--- src/rtl/decode_sequencer_pkg.sv ---
// Shared opcode constants, sequencer state encoding, interrupt step codes and
// RET/RTI bubble counts for the decode sequencer.
package decode_sequencer_pkg;

  localparam logic [4:0] OP_NOP = 5'h00;
  localparam logic [4:0] OP_ADD = 5'h01;
  localparam logic [4:0] OP_LDM = 5'h0c;
  localparam logic [4:0] OP_RET = 5'h1a;
  localparam logic [4:0] OP_RTI = 5'h1b;

  localparam int RET_BUBBLES = 2;
  localparam int RTI_BUBBLES = 3;

  typedef enum logic [2:0] {
    ST_RUN       = 3'd0,
    ST_LDM_IMM   = 3'd1,
    ST_FLUSH     = 3'd2,
    ST_INT_PC    = 3'd3,
    ST_INT_FLAGS = 3'd4,
    ST_INT_VEC   = 3'd5
  } state_e;

  typedef enum logic [1:0] {
    SEQ_NONE       = 2'd0,
    SEQ_PUSH_PC    = 2'd1,
    SEQ_PUSH_FLAGS = 2'd2,
    SEQ_VECTOR     = 2'd3
  } int_seq_e;

endpackage

--- src/rtl/decode_sequencer_int_pending.sv ---
// Interrupt request edge detect and pending bit. The request output includes
// the edge seen this cycle so the sequencer can enter INT_PC one cycle later.
module int_pending (
  input  logic clk,
  input  logic rst_n,
  input  logic ext_int,
  input  logic clr,
  output logic req,
  output logic pending
);

  logic ext_q;
  logic rise;

  assign rise = ext_int & ~ext_q;
  assign req  = pending | rise;

  // A new edge wins over clear so a request arriving during INT_VEC is not lost.
  always_ff @(posedge clk) begin
    if (!rst_n) begin
      ext_q   <= 1'b0;
      pending <= 1'b0;
    end else begin
      ext_q   <= ext_int;
      pending <= rise | (pending & ~clr);
    end
  end

endmodule

--- src/rtl/decode_sequencer.sv ---
// Multi-cycle decode sequencer: LDM immediate phase, RET/RTI flush bubbles and
// the hardware interrupt entry sequence (present only when INT_SEQ_EN is defined).
module decode_sequencer
  import decode_sequencer_pkg::*;
#(
  parameter int FLUSH_W = 2
) (
  input  logic       clk,
  input  logic       rst_n,
  input  logic [4:0] opcode_i,
  input  logic       valid_i,
  input  logic       flush_br_i,
  input  logic       ext_int_i,
  output logic       nop_o,
  output logic       pc_hold_o,
  output logic       imm_phase_o,
  output logic [1:0] int_seq_o,
  output logic       pc_sel_int_o,
  output logic       int_ack_o,
  output logic       busy_o,
  output logic [2:0] state_o
);

  state_e             state_q, state_d;
  logic [FLUSH_W-1:0] cnt_q, cnt_d;
  logic               int_req;
  logic               is_ldm, is_ret, is_rti;

  assign is_ldm = valid_i && (opcode_i == OP_LDM);
  assign is_ret = valid_i && (opcode_i == OP_RET);
  assign is_rti = valid_i && (opcode_i == OP_RTI);

`ifdef INT_SEQ_EN
  logic int_pend;

  int_pending u_int_pending (
    .clk     (clk),
    .rst_n   (rst_n),
    .ext_int (ext_int_i),
    .clr     (state_q == ST_INT_VEC),
    .req     (int_req),
    .pending (int_pend)
  );
`else
  logic unused_ext_int;
  assign unused_ext_int = ext_int_i;
  assign int_req        = 1'b0;
`endif

  always_ff @(posedge clk) begin
    if (!rst_n) begin
      state_q <= ST_RUN;
      cnt_q   <= '0;
    end else begin
      state_q <= state_d;
      cnt_q   <= cnt_d;
    end
  end

  always_comb begin
    state_d      = state_q;
    cnt_d        = cnt_q;
    nop_o        = 1'b0;
    pc_hold_o    = 1'b0;
    imm_phase_o  = 1'b0;
    int_seq_o    = SEQ_NONE;
    pc_sel_int_o = 1'b0;
    int_ack_o    = 1'b0;
    case (state_q)
      ST_RUN: begin
        nop_o = flush_br_i;
        // An LDM must keep its immediate word paired, so it outranks the interrupt.
        if (flush_br_i)             state_d = ST_RUN;
        else if (int_req && !is_ldm) state_d = ST_INT_PC;
        else if (is_ldm)            state_d = ST_LDM_IMM;
        else if (is_ret) begin
          state_d = ST_FLUSH;
          cnt_d   = FLUSH_W'(RET_BUBBLES);
        end else if (is_rti) begin
          state_d = ST_FLUSH;
          cnt_d   = FLUSH_W'(RTI_BUBBLES);
        end
      end
      ST_LDM_IMM: begin
        imm_phase_o = 1'b1;
        nop_o       = flush_br_i;
        state_d     = ST_RUN;
      end
      ST_FLUSH: begin
        nop_o     = 1'b1;
        pc_hold_o = 1'b1;
        if (flush_br_i) begin
          state_d = ST_RUN;
          cnt_d   = '0;
        end else begin
          cnt_d = cnt_q - FLUSH_W'(1);
          if (cnt_q <= FLUSH_W'(1)) state_d = ST_RUN;
        end
      end
`ifdef INT_SEQ_EN
      ST_INT_PC: begin
        nop_o     = 1'b1;
        pc_hold_o = 1'b1;
        int_seq_o = SEQ_PUSH_PC;
        state_d   = ST_INT_FLAGS;
      end
      ST_INT_FLAGS: begin
        nop_o     = 1'b1;
        pc_hold_o = 1'b1;
        int_seq_o = SEQ_PUSH_FLAGS;
        state_d   = ST_INT_VEC;
      end
      ST_INT_VEC: begin
        nop_o        = 1'b1;
        int_seq_o    = SEQ_VECTOR;
        pc_sel_int_o = 1'b1;
        int_ack_o    = 1'b1;
        state_d      = ST_RUN;
      end
`endif
      default: begin
        state_d = ST_RUN;
        cnt_d   = '0;
      end
    endcase
  end

  assign busy_o  = (state_q != ST_RUN);
  assign state_o = state_q;

endmodule
--- config.mk ---
export PLATFORM = sky130hd
export DESIGN_NAME = decode_sequencer
export DESIGN_NICKNAME = d
export VERILOG_FILES = /design/src/rtl/decode_sequencer_pkg.sv /design/src/rtl/decode_sequencer_int_pending.sv /design/src/rtl/decode_sequencer.sv
export SDC_FILE = /design/constraint.sdc
export NUM_CORES = 1
export LEC_CHECK = 0
export CORE_AREA = 10 10 47 49
export CTS_CLUSTER_DIAMETER = 50
export DETAILED_ROUTE_END_ITERATION = 7
export DIE_AREA = 0 0 57 59
export MAX_ROUTING_LAYER = met4
export PLACE_DENSITY = 0.61
export SETUP_SLACK_MARGIN = 0.2
export SLEW_MARGIN = 20
export SYNTH_ARGS = -nofsm -noshare
export SYNTH_HDL_FRONTEND = slang
export SYNTH_SLANG_ARGS = --single-unit
--- constraint.sdc ---
create_clock -name clk -period 1.44 [get_ports clk]
set_input_delay 0.288 -clock clk [delete_from_list [all_inputs] [get_ports clk]]
set_output_delay 0.288 -clock clk [all_outputs]
set_load 0.02 [all_outputs]
==> run summary <==
In this run the tool buffered the top-level ports with 14 buffer cells. 21 I/O pins were placed. The effective utilization at floorplan came out at 21.70%. The number of distinct library cells after synthesis was 21. Counting every instance in the synthesized netlist gives 38. The path class of the tightest hold or removal check is in2reg. The startpoint type of the worst setup path was a flip-flop. Kind of end point of the critical path: a primary output. Static timing analysis puts the maximum clock frequency at 0.7955 GHz. The die covers 3363 um2. The die is 57 um wide. The total CTS buffers was 3; the initial detailed-routing violation count was 1.

Setup repair after global routing could not meet its margin everywhere. Routability-driven placement finished with a final weighted congestion of 0.7097. For the largest net degree at the start of global routing, the log shows 7.

The run gives 0 as the number of nets with antenna violations after routing. The number of placement rows is 14. The filler cell count in the final layout is 160, and the largest stage delay on the critical path is 360 ps. The critical path class was reg2out. For this design, the slowest cell found on the critical path is sky130_fd_sc_hd__dfxtp_4. The data required time at the worst endpoint came out at 1150 ps.

The synthesized netlist occupies a cell area of 304.0 um2. The power density over the cells came out at 554.3 nW/um2. The tree built by TritonCTS fans out to 4 sinks.

Detailed placement ended at an HPWL of 798.3 um. The analysis attributes to cell leakage a power of 0.0003008 uW. The run gives 0 as the final number of max-transition violations.

The clock passes through at most 2 buffers. Final standard cell area without fillers: 579.3 um2. The share of the Yosys chip area taken by registers is 26.34%. The number of H-tree levels was 1. The final layout contains routed wiring with a total length of 1014 um. The share of cells above drive strength 1 was 44.44%. The final hold violation count is 0. After layout, the minimum clock period comes to 1257 ps.

Maximum fanout encountered on the critical timing path: 6. Summing all flip-flop and latch instances after layout gives 87.58 um2. The first global-routing pass estimated 1662 um of wire.

The tools report the number of detailed-route iterations in the first pass as 3. After detailed placement, the total cell area comes to 503.0 um2. The tool flagged a number of max-cap violations equal to 0. The final routed wire length divided by cell count is 12.84 um, and the peak supply drop is 287.5 uV. For the number of vias after detailed routing, the log shows 347.

The die is 59 um tall. For the worst-skew pair, the clock arrives at the later sink with an insertion delay of 230 ps. The overall routing resource usage was 6.518%. STA puts the critical path data arrival time at 970 ps.

The run finished with clean final reports. The flip-flop and latch count after synthesis was 4; the count of synthesis-stage warnings from yosys was 0. Global routing finished with a remaining overflow of 0. The power after layout was 321.1 uW. The run gives 3.810 ps as the worst-case clock skew.

The number of global-route vias before repair is 383, and the clock edge transition at the registers on the reported setup and hold paths is 40 ps. The core footprint came out at 1401 um2. The worst path uses 87.30% of the clock period. The signal on the critical path passes through or2_4, buf_6. The area growth from synthesis to layout is 90.53%. TritonCTS built the clock tree. The root buffer cell chosen for the clock tree is sky130_fd_sc_hd__clkbuf_4.

The net count of the finished layout is 76. Setup total negative slack on the finished layout was measured at 0 ps. Dividing the synthesized area by the synthesized cell count gives 8.001 um2. The number of antenna violations at the first check in global routing was 0; the multi-input combinational cell area was 232.7 um2. The repair_antennas step left the layout with diodes totalling 0.

Using the TritonRoute via totals, the vias-per-cell ratio works out to 4.392. In the routed design, unresolved DRC markers number 0. The count of endpoints failing setup in the final report came out at 0.
logic make-up (layout without fill, tap and decap cells):
kind of cell	after synthesis	count (layout)	share of synthesized area, %
AO/OA/AOI/OAI	6	6	17.69
flip-flops	4	4	26.34
adder cells (fa/ha/maj)	1	1	4.115
buffers and inverters	8	29	16.05
other	1	5	1.233
AND/OR/NAND/NOR	18	18	34.57
path summary, 6_finish.rpt:
path / from / endpoint / slack, ps / depth (start not counted)
worst min-delay path: opcode_i[2] / state_o[0]$_SDFFE_PN0P_ / 440 / 3
worst max register to register: state_o[0]$_SDFFE_PN0P_ / cnt_q[1]$_SDFFE_PN0P_ / 360 / 3
worst max-delay path: state_o[0]$_SDFFE_PN0P_ / busy_o / 180 / 2
worst min register to register: cnt_q[0]$_SDFFE_PN0P_ / cnt_q[0]$_SDFFE_PN0P_ / 510 / 2
metal layers:
layer,global-route usage [%],vias to the layer above,wire [um]
li1,-,175,-
met2,9.302,15,489
met4,5.034,0,8
met1,6.619,155,440
met3,3.433,2,76
met5,-,-,0
cells in the mapped netlist, drive strengths merged:
library cell  number  share of area [%]
nor2               4                4.9
a21o               2                4.9
inv                3                3.7
nor4               2                4.1
nor3               1                1.6
nand3b             1                6.6
o32ai              1                2.9
o32a               1                3.7
or2                2                4.1
o311a              1                3.3
nand3              2                3.3
buf                5                 12
dfxtp              4                 26
o31a               1                2.9
nand2b             1                2.1
nand2              3                3.7
nor2b              1                2.1
ha                 1                4.1
conb               1                1.2
and2               1                2.1
power breakdown:
part,internal (uW),switching [uW],leakage (uW)
clock network,92.9,42.2,0.0000138
registers,109,1.18,0.0000339
logic,35.3,40.4,0.000253
registers in the layout, indices dropped and copies added, names as in the netlist:
| signal | cells |
|---|---|
| cnt_q | 2 |
| state_o | 2 |
repair_timing:
action | in CTS | in global routing
gates resized for setup | 37 | 9
pin swaps | 3 | 2
endpoints found under the setup margin | 8 | 6
setup buffers | 1 | 1
hold buffers | 0 | 0
layout by cell type (no fill, tap or decap), types with 3 or more instances in the layout:
cell type / count
sky130_fd_sc_hd__clkbuf_4: 3
sky130_fd_sc_hd__buf_4: 9
sky130_fd_sc_hd__dlymetal6s2s_1: 3
sky130_fd_sc_hd__conb_1: 5
sky130_fd_sc_hd__buf_6: 3
sky130_fd_sc_hd__dlygate4sd2_1: 5
sky130_fd_sc_hd__nor2_1: 3
final cells by class:
| cell class | instances | area share, % |
|---|---|---|
| clock buffer | 3 | 3.888 |
| inverter | 3 | 2.376 |
| multi-input combinational | 30 | 40.17 |
| sequential | 4 | 15.12 |
| tap | 16 | 3.456 |
| timing repair buffer | 23 | 34.99 |
critical path: cells and delay by family, from the launching register on:
family	cells	cell delay, ps
flops	1	360
buf+inv	1	130
simple gates	1	250
stage by stage:
step / worst slack [ps] / hold slack, ps / cells / util (%)
finish: 182.9 / 440.9 / 79 / 41.34
global route: 133.3 / 469.0 / 79 / 41.34
CTS: 147.9 / 433.5 / 78 / 38.84
detailed placement: -323.2 / 509.1 / 74 / 35.89
global placement: -316.4 / 499.7 / 74 / 35.89
floorplan: 234.1 / 413.9 / 42 / -
Power figures use the tool's default switching activity.
==> variant (same flow settings) <==
The option `INT_SEQ_EN` is turned on by a define.
--- a/src/rtl/decode_sequencer.sv
+++ b/src/rtl/decode_sequencer.sv
@@ -1,5 +1,7 @@
 // Multi-cycle decode sequencer: LDM immediate phase, RET/RTI flush bubbles and
 // the hardware interrupt entry sequence (present only when INT_SEQ_EN is defined).
+`define INT_SEQ_EN
+
 module decode_sequencer
   import decode_sequencer_pkg::*;
 #(
Check against the original RTL: not equivalent (a bounded check fails within 4 cycles, from zero or initial values and one cycle with rst_n low).
==> variant against the original RTL <==
- setup slack worse by 0.23 ns
- sequential cell count rose by 3
- first-iteration DRC count rose to 15 times the old value
- power up 99%
- design area grew 76%
- critical endpoint is now nop_o
- highest routed layer unchanged
- combinational power rose to 3.1 times the old value
- area after synthesis rose by 57%
- critical path depth up 3
- via count increased by 75%
- the run now ends with negative setup slack left
- hold slack gained 0.032 ns
- wire length up 77%
- critical path type unchanged
- fmax is 15% lower
- cell count is 54% higher
==> variant: results (changes against the original RTL) <==
Run status:
- The flow ran to the end, but the final reports show violations.
- The checks that failed: negative setup slack.

Timing:
- The final worst slack is -0.04644 ns (-0.2294 ns).
- The setup TNS is -0.09193 ns (-0.09193 ns).
- The number of endpoints failing setup at the final stage is 3 (+3).
- The final setup skew is 0.004074 ns (+0.0002638 ns).
- The tightest hold margin is 0.4732 ns (+0.03237 ns).

Drt:
- The total length of routed met2 wires is 963 microns (+97%).
- The vias per cell was 4.975 (+13%).
- The sum of met3 wire segment lengths after detailed routing is 89 microns (+17%).
- The iteration count of the initial detailed-routing pass was 4 (+1).
- The wire length the detailed router placed on met1 is 699 microns (+59%).
- The detail-routed net length per standard cell came to 14.71 microns (+15%).

Place:
- The worst slack at placement was -0.3957 ns (-0.07253 ns).
- The placed wire-length estimate was 1.252 mm (+57%).
- The number of buffers inserted by port buffering came to 20 (+6).

Setup path:
- The logic depth of the worst register-to-register path is 5 (+2).
- The cell with the largest stage delay on the worst path is sky130_fd_sc_hd__dfxtp_4.
- The largest fanout on the critical path was 4 (-2).
- The register-to-register setup slack is 0.05 ns (-0.31 ns).
- The worst register-to-register path ends at cnt_q[0].

Layout:
- The number of signal-net inverters in the final layout came to 5 (+2).
- The non-clock buffer contribution to total cell area is 0.3897 (+0.03981).
- The count of clock-net buffers in the final layout is 4 (+1).
- The area of the multi-input gates is 401.6 sq um (+73%).
- The number of sequential cells in the layout is 7 (+3).
- The number of multi-input combinational cells is 44 (+47%).
- The total number of nets in the final design is 121 (+59%).
- The proportion of layout cells with a drive suffix above 1 came to 0.5849 (+0.1405).
- The non-clock buffer instance count of the final layout came to 46 (+100%).
- The layout filler cell count is 124 (-23%).

GRT:
- The met3 track utilization from global routing is 0.03004 (-0.004292).
- The global-route track usage on met1 is 0.1159 (+0.04976).
- The met2 global-route usage is 0.1736 (+0.08062).
- The overall global routing resource usage is 0.1059 (+0.04077).
- The global-route wire length before repair was 2.815 mm (+69%).
- The number of global-route vias before repair is 633 (+65%).
- The maximum number of pins on one net before global-route repair came to 9 (+2).

Worst hold path:
- The worst hold path terminates at cnt_q[1].
- The number of cells on the worst hold path is 2 (-1).
- The class of the tightest hold or removal check is reg -> reg.
- The startpoint of the worst hold path is cnt_q[1].

Logic synthesis:
- The part of the Yosys area used for sequential elements was 0.2932 (+0.02982).
- By area the synthesized netlist is led by sky130_fd_sc_hd__dfxtp_1 (29%), sky130_fd_sc_hd__ha_1 (10%), sky130_fd_sc_hd__nand2_1 (4.7%).
- The count of distinct cell types in the synthesized netlist is 28 (+33%).

CTS:
- The clock transition at the registers of the reported paths is 0.06 ns (+0.02 ns).
- The clock latency reported for the late side of the worst-skew pair is 0.26 ns (+0.03 ns).
- The post-CTS resize count came to 76 (+110%).

Power and ir drop:
- The leakage power summed over all cells was 0.4852 nW (+61%).
- The largest vdd supply drop is 0.4074 mV (+42%).
## variant: changes by cell type after synthesis, moves of 2 or more
cell,delta
sky130_fd_sc_hd__ha_1,+3
sky130_fd_sc_hd__buf_4,-4
sky130_fd_sc_hd__nand2_1,+3
sky130_fd_sc_hd__inv_1,+2
sky130_fd_sc_hd__a21o_1,-2
sky130_fd_sc_hd__dfxtp_1,+3
sky130_fd_sc_hd__a21oi_1,+4
sky130_fd_sc_hd__nor4_1,-2
sky130_fd_sc_hd__o21ai_0,+2
sky130_fd_sc_hd__mux2i_1,+2
## variant: how the worst max path moves through the flow
stage | from | end | slack, ns | depth (start not counted)
finish | state_o[1] | nop_o | -0.05 | 5
global route | state_o[1] | nop_o | -0.11 | 5
CTS | state_o[1] | nop_o | -0.04 | 5
detailed placement | flush_br_i | nop_o | -0.40 | 4
global placement | flush_br_i | nop_o | -0.38 | 4
floorplan | state_o[2] | cnt_q[0] | 0.11 | 5
## variant: per-stage QoR
stage	instance area (sq um)	instances
2_1_floorplan	516.7	58
3_3_place_gp	860.8	111
3_5_place_dp	860.8	111
4_1_cts	953.4	120
5_1_grt	1021	122
6_report	1021	122
## variant: cells by family after synthesis
| logic type | after synthesis | share of synthesized area |
|---|---|---|
| AOI/OAI and AO/OA | 12 | 0.1728 |
| xor gates and xnor gates | 1 | 0.01833 |
| adders and majority gates | 4 | 0.1047 |
| buffers and inverters | 7 | 0.07854 |
| DFF | 7 | 0.2932 |
| muxes | 2 | 0.04189 |
| and+or+nand+nor | 25 | 0.2906 |
## variant: report_power, final
group	total [mW]	switching, mW	internal (mW)
Sequential	0.217	0.0138	0.203
Clock	0.189	0.0830	0.106
Combinational	0.232	0.104	0.128
